$ cat src/rtl/fifo_wr_arbiter.sv
// Round-robin scheduler for the async FIFO write port; owns binary and Gray write pointers.
// Latency: Req sampled at edge k -> Ack/Wr_en high during cycle k+1; one word per cycle.
// Backpressure: Full_sig blocks all grants (FSM in STALL); optional WR_ARB_STALL_CNT_EN adds Stall_cnt.
module fifo_wr_arbiter #(
    parameter int Addr_width = 5,
    parameter int Data_width = 8,
    parameter int N_REQ      = 4
) (
    input  logic                          Wr_clk,
    input  logic                          rst,
    input  logic [N_REQ-1:0]              Req,
    input  logic [N_REQ*Data_width-1:0]   Req_data,
    input  logic                          Full_sig,
    output logic [N_REQ-1:0]              Ack,
    output logic                          Wr_en,
    output logic [Addr_width-1:0]         Wr_addr,
    output logic [Data_width-1:0]         Wr_data,
    output logic [Addr_width:0]           Wr_point,
    output logic [Addr_width:0]           Wr_point_gray,
    output logic                          Stall
`ifdef WR_ARB_STALL_CNT_EN
    ,
    output logic [15:0]                   Stall_cnt
`endif
);

    localparam int LW = (N_REQ > 1) ? $clog2(N_REQ) : 1;

    typedef enum logic [1:0] {IDLE, RUN, STALL} state_t;

    state_t                  state_q, state_d;
    logic [LW-1:0]           last_q, last_d;
    logic [N_REQ-1:0]        ack_q, ack_d;
    logic                    wr_en_q, wr_en_d;
    logic [Addr_width-1:0]   wr_addr_q, wr_addr_d;
    logic [Data_width-1:0]   wr_data_q, wr_data_d;
    logic [Addr_width:0]     wr_point_q, wr_point_d;
    logic [Addr_width:0]     wr_point_gray_q, wr_point_gray_d;
    logic                    stall_q, stall_d;
    logic                    any_req;
    logic                    grant;
    logic                    found;
    logic [LW-1:0]           win;
`ifdef WR_ARB_STALL_CNT_EN
    logic [15:0]             stall_cnt_q, stall_cnt_d;
`endif

    always_comb begin
        any_req = |Req;
        grant   = any_req && !Full_sig;

        // Search starts just past the last winner so every requester gets a turn.
        found = 1'b0;
        win   = last_q;
        for (int k = 1; k <= N_REQ; k++) begin
            if (!found && Req[(int'(last_q) + k) % N_REQ]) begin
                found = 1'b1;
                win   = LW'((int'(last_q) + k) % N_REQ);
            end
        end

        ack_d      = '0;
        wr_en_d    = 1'b0;
        wr_addr_d  = wr_addr_q;
        wr_data_d  = wr_data_q;
        wr_point_d = wr_point_q;
        last_d     = last_q;
        if (grant) begin
            ack_d[win] = 1'b1;
            wr_en_d    = 1'b1;
            wr_addr_d  = wr_point_q[Addr_width-1:0];
            wr_data_d  = Req_data[int'(win)*Data_width +: Data_width];
            wr_point_d = wr_point_q + {{Addr_width{1'b0}}, 1'b1};
            last_d     = win;
        end
        wr_point_gray_d = wr_point_d ^ (wr_point_d >> 1);

        state_d = state_q;
        case (state_q)
            IDLE: begin
                if (any_req && !Full_sig)     state_d = RUN;
                else if (any_req && Full_sig) state_d = STALL;
            end
            RUN: begin
                if (!any_req)      state_d = IDLE;
                else if (Full_sig) state_d = STALL;
            end
            STALL: begin
                if (!any_req)       state_d = IDLE;
                else if (!Full_sig) state_d = RUN;
            end
            default: state_d = IDLE;
        endcase
        stall_d = (state_d == STALL);

`ifdef WR_ARB_STALL_CNT_EN
        stall_cnt_d = stall_cnt_q;
        if (any_req && Full_sig && stall_cnt_q != 16'hFFFF)
            stall_cnt_d = stall_cnt_q + 16'd1;
`endif
    end

    always_ff @(posedge Wr_clk) begin
        if (!rst) begin
            state_q         <= IDLE;
            last_q          <= LW'(N_REQ - 1);
            ack_q           <= '0;
            wr_en_q         <= 1'b0;
            wr_addr_q       <= '0;
            wr_data_q       <= '0;
            wr_point_q      <= '0;
            wr_point_gray_q <= '0;
            stall_q         <= 1'b0;
`ifdef WR_ARB_STALL_CNT_EN
            stall_cnt_q     <= '0;
`endif
        end else begin
            state_q         <= state_d;
            last_q          <= last_d;
            ack_q           <= ack_d;
            wr_en_q         <= wr_en_d;
            wr_addr_q       <= wr_addr_d;
            wr_data_q       <= wr_data_d;
            wr_point_q      <= wr_point_d;
            wr_point_gray_q <= wr_point_gray_d;
            stall_q         <= stall_d;
`ifdef WR_ARB_STALL_CNT_EN
            stall_cnt_q     <= stall_cnt_d;
`endif
        end
    end

    assign Ack           = ack_q;
    assign Wr_en         = wr_en_q;
    assign Wr_addr       = wr_addr_q;
    assign Wr_data       = wr_data_q;
    assign Wr_point      = wr_point_q;
    assign Wr_point_gray = wr_point_gray_q;
    assign Stall         = stall_q;
`ifdef WR_ARB_STALL_CNT_EN
    assign Stall_cnt     = stall_cnt_q;
`endif

endmodule
$ cat config.mk
export PLATFORM = sky130hd
export DESIGN_NAME = fifo_wr_arbiter
export DESIGN_NICKNAME = d
export VERILOG_FILES = /design/src/rtl/fifo_wr_arbiter.sv
export SDC_FILE = /design/constraint.sdc
export NUM_CORES = 1
export LEC_CHECK = 0
export CELL_PAD_IN_SITES_DETAIL_PLACEMENT = 1
export CELL_PAD_IN_SITES_GLOBAL_PLACEMENT = 2
export CORE_UTILIZATION = 22
export CTS_CLUSTER_SIZE = 20
export DETAILED_ROUTE_END_ITERATION = 10
export HOLD_SLACK_MARGIN = 0.08
export PLACE_DENSITY = 0.74
export REMOVE_ABC_BUFFERS = 1
export SYNTH_ARGS = -nofsm -noshare
export SYNTH_HDL_FRONTEND = slang
export SYNTH_SLANG_ARGS = --single-unit
$ cat constraint.sdc
create_clock -name Wr_clk -period 1.9 [get_ports Wr_clk]
set_clock_uncertainty 0.15 [all_clocks]
set_input_delay 0.38 -clock Wr_clk [delete_from_list [all_inputs] [get_ports Wr_clk]]
set_output_delay 0.38 -clock Wr_clk [all_outputs]
set_load 0.01 [all_outputs]
==> results.md, run 1 <==
- Total buffers and inverters traversed by the critical path: 2
- FP Rows: 32
- Critical path startpoint category: register
- Worst endpoint required time: 1370 ps
- Buffer depth of the longest clock path: 2
- Mux share of post-synthesis cell area: 3.37%
- Mean cell area of the mapped netlist: 8.57 um2
- Area occupied by registers: 684 um2
- Clock insertion delay at the later pin of the skew report: 280 ps
- Vias in the first global route: 2148
- Final setup fails: 0
- Floorplan core area: 7770 um2
- Routed met3 length: 319 um
- Remaining Overflow, GRT: 0
- Post-synthesis adder-cell area fraction: 0.702%
- Footprint of the multi-input gates: 1050 um2
- # Max-Cap Violations: 0
- Count of TritonRoute iterations in the first routing pass: 4
- Slowest cell on the critical path: sky130_fd_sc_hd__clkdlybuf4s50_1
- Most used DFF post-synth: sky130_fd_sc_hd__dfxtp_1
- Placed Area: 2900 um2
- Count of flip-flops with a built-in enable after synthesis: 0
- Top achievable clock speed: 0.544 GHz
- Area of the mapped netlist: 1780 um2
- Fraction of post-synthesis cell area in the top cell type by area: 38.2%
- Type of the tightest min-delay check: register to register
- Post-synthesis simple-gate area fraction: 26.5%
- Most area-hungry cell type in the Yosys netlist: sky130_fd_sc_hd__dfxtp_1
- Total wire length: 6040 um
- Critical path's largest stage delay: 520 ps
- Crit path capture type: output pin
- Area delta synth->final: 70.9%
- Number of synthesized register bits: 34
- Synthesis Warnings: 0
- Via/cell ratio: 4.71
- Compound-Gate Fraction of Synth Area: 22.1%
- Clock transition at the registers of the reported paths: 70 ps
- Post-layout minimum cycle time: 1840 ps
- IO buf count: 69
- Number of antenna violations at the first check in global routing: 0
- I/O pin total: 70
- TritonCTS clock tree: built
- First-pass GRT wire length: 10300 um
- Synth area leaders: sky130_fd_sc_hd__dfxtp_1 (38%), sky130_fd_sc_hd__nand2_1 (5.5%), sky130_fd_sc_hd__xnor2_1 (4.9%)
- Xor and xnor fraction of the mapped netlist area: 4.92%
- Measured slew at the worst slew-check pin: 376 ps
- Delay-heaviest family, CP: buffers and inverters
- Level count of the clock H-tree: 2
- CTS Sinks: 34
- Vertical die dimension: 92.0 um
- Pin count of the biggest net entering global routing: 15
- Initial core utilization: 22.9%
- Series of cell instances along the critical path: buf_4 -> clkdlybuf4s50_1
- Die span in x: 92.0 um
- Nets@finish: 360
- Met1 wire length: 2730 um
- Pwr Total: 1.88 mW
- Dominant combinational cell family by area after synthesis: simple AND/OR/NAND/NOR gates
- Post-synth cell types: 42
- Static Leak: 1.26 nW
- Async set-reset flop share out of synthesis: 0%
- Worst vdd rail ir drop: 0.000273 V
- Drt wl/cell: 14.3 um
- Routed wire length on met2: 2930 um
- Fraction of the cycle the final worst path needs: 96.8%
- Setup repair after global routing missed its margin: no
- Final Instance Area: 3050 um2
- Top layer reached by signal wires: met4
- Final ANT Viol Nets: 0
- Number of clock buffers inserted by TritonCTS: 5
- Residual DRC: 0
- Total global routing track utilization: 15.5%
- Headroom to the max-slew limit: 74.9%
- HPWL after detailed placement: 4730 um
- Cell count after synthesis: 208
- Result of the run: completed
- Vias after detailed routing: 1991
- Share of cells above drive strength 1: 23.7%
- WS Path Type: register to output pin
- Biggest fanout along the worst timing path: 4
- Area enclosed by the die boundary: 8460 um2
- Final hold violations: 0
- Number of inserted diodes: 0
- Library cell used as clock root buffer: sky130_fd_sc_hd__clkbuf_8
- Proportion of synthesized chip area in sequential cells: 38.2%
- Global placer's final weighted congestion: 0.807
- Starting DRT DRC Count: 45
- Arrival time of the worst setup path: 1310 ps
- Count of fill cells added during filler insertion: 919
- Max-slew violations: 0
- Total power divided by cell area: 618 nW/um2
layer usage:
metal  global-route usage, %  vias up
li1                        -      984
met3                    3.73        7
met4                    3.91        0
met1                    19.2      938
met2                    26.9       62
met5                       0        -
what timing repair did:
action                     CTS  global route
buffers inserted             5             0
gates cloned                 0             0
pin swaps                    5             2
hold buffers                 0             0
resized for setup           16            13
setup endpoints to repair   29            12
state kept, by name (all words and copies together) (netlist names):
signal / flops
Wr_addr: 5
state_q: 2
last_q: 2
Wr_en: 1
Wr_data: 8
Stall: 1
Wr_point: 6
Wr_point_gray: 5
Ack: 4
report_power, final:
group | leakage, nW | switching, mW | total [mW] | internal, mW
logic | 0.932 | 0.231 | 0.538 | 0.308
registers | 0.280 | 0.0246 | 0.783 | 0.759
clock network | 0.0482 | 0.267 | 0.559 | 0.292
total | 1.26 | 0.522 | 1.88 | 1.36
logic make-up (layout without fill, tap and decap cells):
logic type,Yosys count,after routing
flip-flops,34,34
AND/OR/NAND/NOR,86,86
buffers and inverters,18,131
AO/OA/AOI/OAI,53,53
XOR/XNOR,10,10
adder cells (fa/ha/maj),1,1
multiplexers,6,6
synthesized netlist by cell type, drive strengths merged, types with 2 or more instances:
cell type,instances
nor2,5
and2,11
clkbuf,12
a211oi,6
a21boi,6
nand2b,2
and3,4
or4,2
nor2b,4
xnor2,10
nor3,5
a21o,4
o31ai,9
buf,3
a211o,6
dfxtp,34
inv,3
mux2i,6
o211ai,8
a21oi,6
and4b,2
o21ai,3
nand4,7
nand3,12
nand2,26
worst paths after layout:
kind	from	end	depth (start not counted)	slack [ps]
worst max-delay path	Wr_point[1]	Wr_point[1]	2	60
worst min-delay path	state_q[0]	state_q[0]	1	310
worst max register to register	last_q[0]	Wr_data[5]	7	120
worst min register to register	state_q[0]	state_q[0]	1	310
cell usage in the layout, fill, tap and decap left out, types with 2 or more instances in the layout:
master and count:
sky130_fd_sc_hd__a21oi_1 6, sky130_fd_sc_hd__a21o_1 3, sky130_fd_sc_hd__buf_4 49, sky130_fd_sc_hd__nand2b_1 2
sky130_fd_sc_hd__nand4_1 7, sky130_fd_sc_hd__nand2_1 25, sky130_fd_sc_hd__buf_2 2, sky130_fd_sc_hd__a211oi_1 5
sky130_fd_sc_hd__dfxtp_2 3, sky130_fd_sc_hd__mux2i_1 6, sky130_fd_sc_hd__o31ai_1 9, sky130_fd_sc_hd__clkbuf_2 2
sky130_fd_sc_hd__clkbuf_8 6, sky130_fd_sc_hd__xnor2_1 10, sky130_fd_sc_hd__clkdlybuf4s50_1 60, sky130_fd_sc_hd__a211o_1 6
sky130_fd_sc_hd__and4b_1 2, sky130_fd_sc_hd__nand3_1 12, sky130_fd_sc_hd__nor2_1 5, sky130_fd_sc_hd__o211ai_1 8
sky130_fd_sc_hd__nor3_1 4, sky130_fd_sc_hd__and2_1 10, sky130_fd_sc_hd__dfxtp_1 31, sky130_fd_sc_hd__a21boi_0 6
sky130_fd_sc_hd__and3_1 4, sky130_fd_sc_hd__nor2b_1 4, sky130_fd_sc_hd__inv_1 3, sky130_fd_sc_hd__dlymetal6s2s_1 4
cell type report:
type	count	share of cell area, %
flip-flops and latches	34	22.5
multi-input cells	156	34.6
repair buffers	120	35.4
clock buffers	7	2.83
well taps	102	4.19
clock inverters	1	0.164
inverters	3	0.370
metrics by stage:
| stage | utilization (%) | std cells | TNS, ps | setup slack [ps] | hold slack, ps |
|---|---|---|---|---|---|
| floorplan | - | 193 | -4070 | -424 | 283 |
| global placement | 37.3 | 410 | -12020 | -680 | 294 |
| detailed placement | 37.3 | 410 | -13590 | -692 | 303 |
| CTS | 38.9 | 423 | 0 | 0.411 | 313 |
| global route | 39.2 | 423 | 0 | 5.62 | 350 |
| finish | 39.2 | 423 | 0 | 61.6 | 310 |
No activity file was read; power rests on OpenSTA's default activity.
==> run 2: changes to the inputs <==
Settings changed: CAP_MARGIN set to 10.
==> results of run 2 <==
Same layout as run 1: the final DEF is identical, and so are final timing and power.
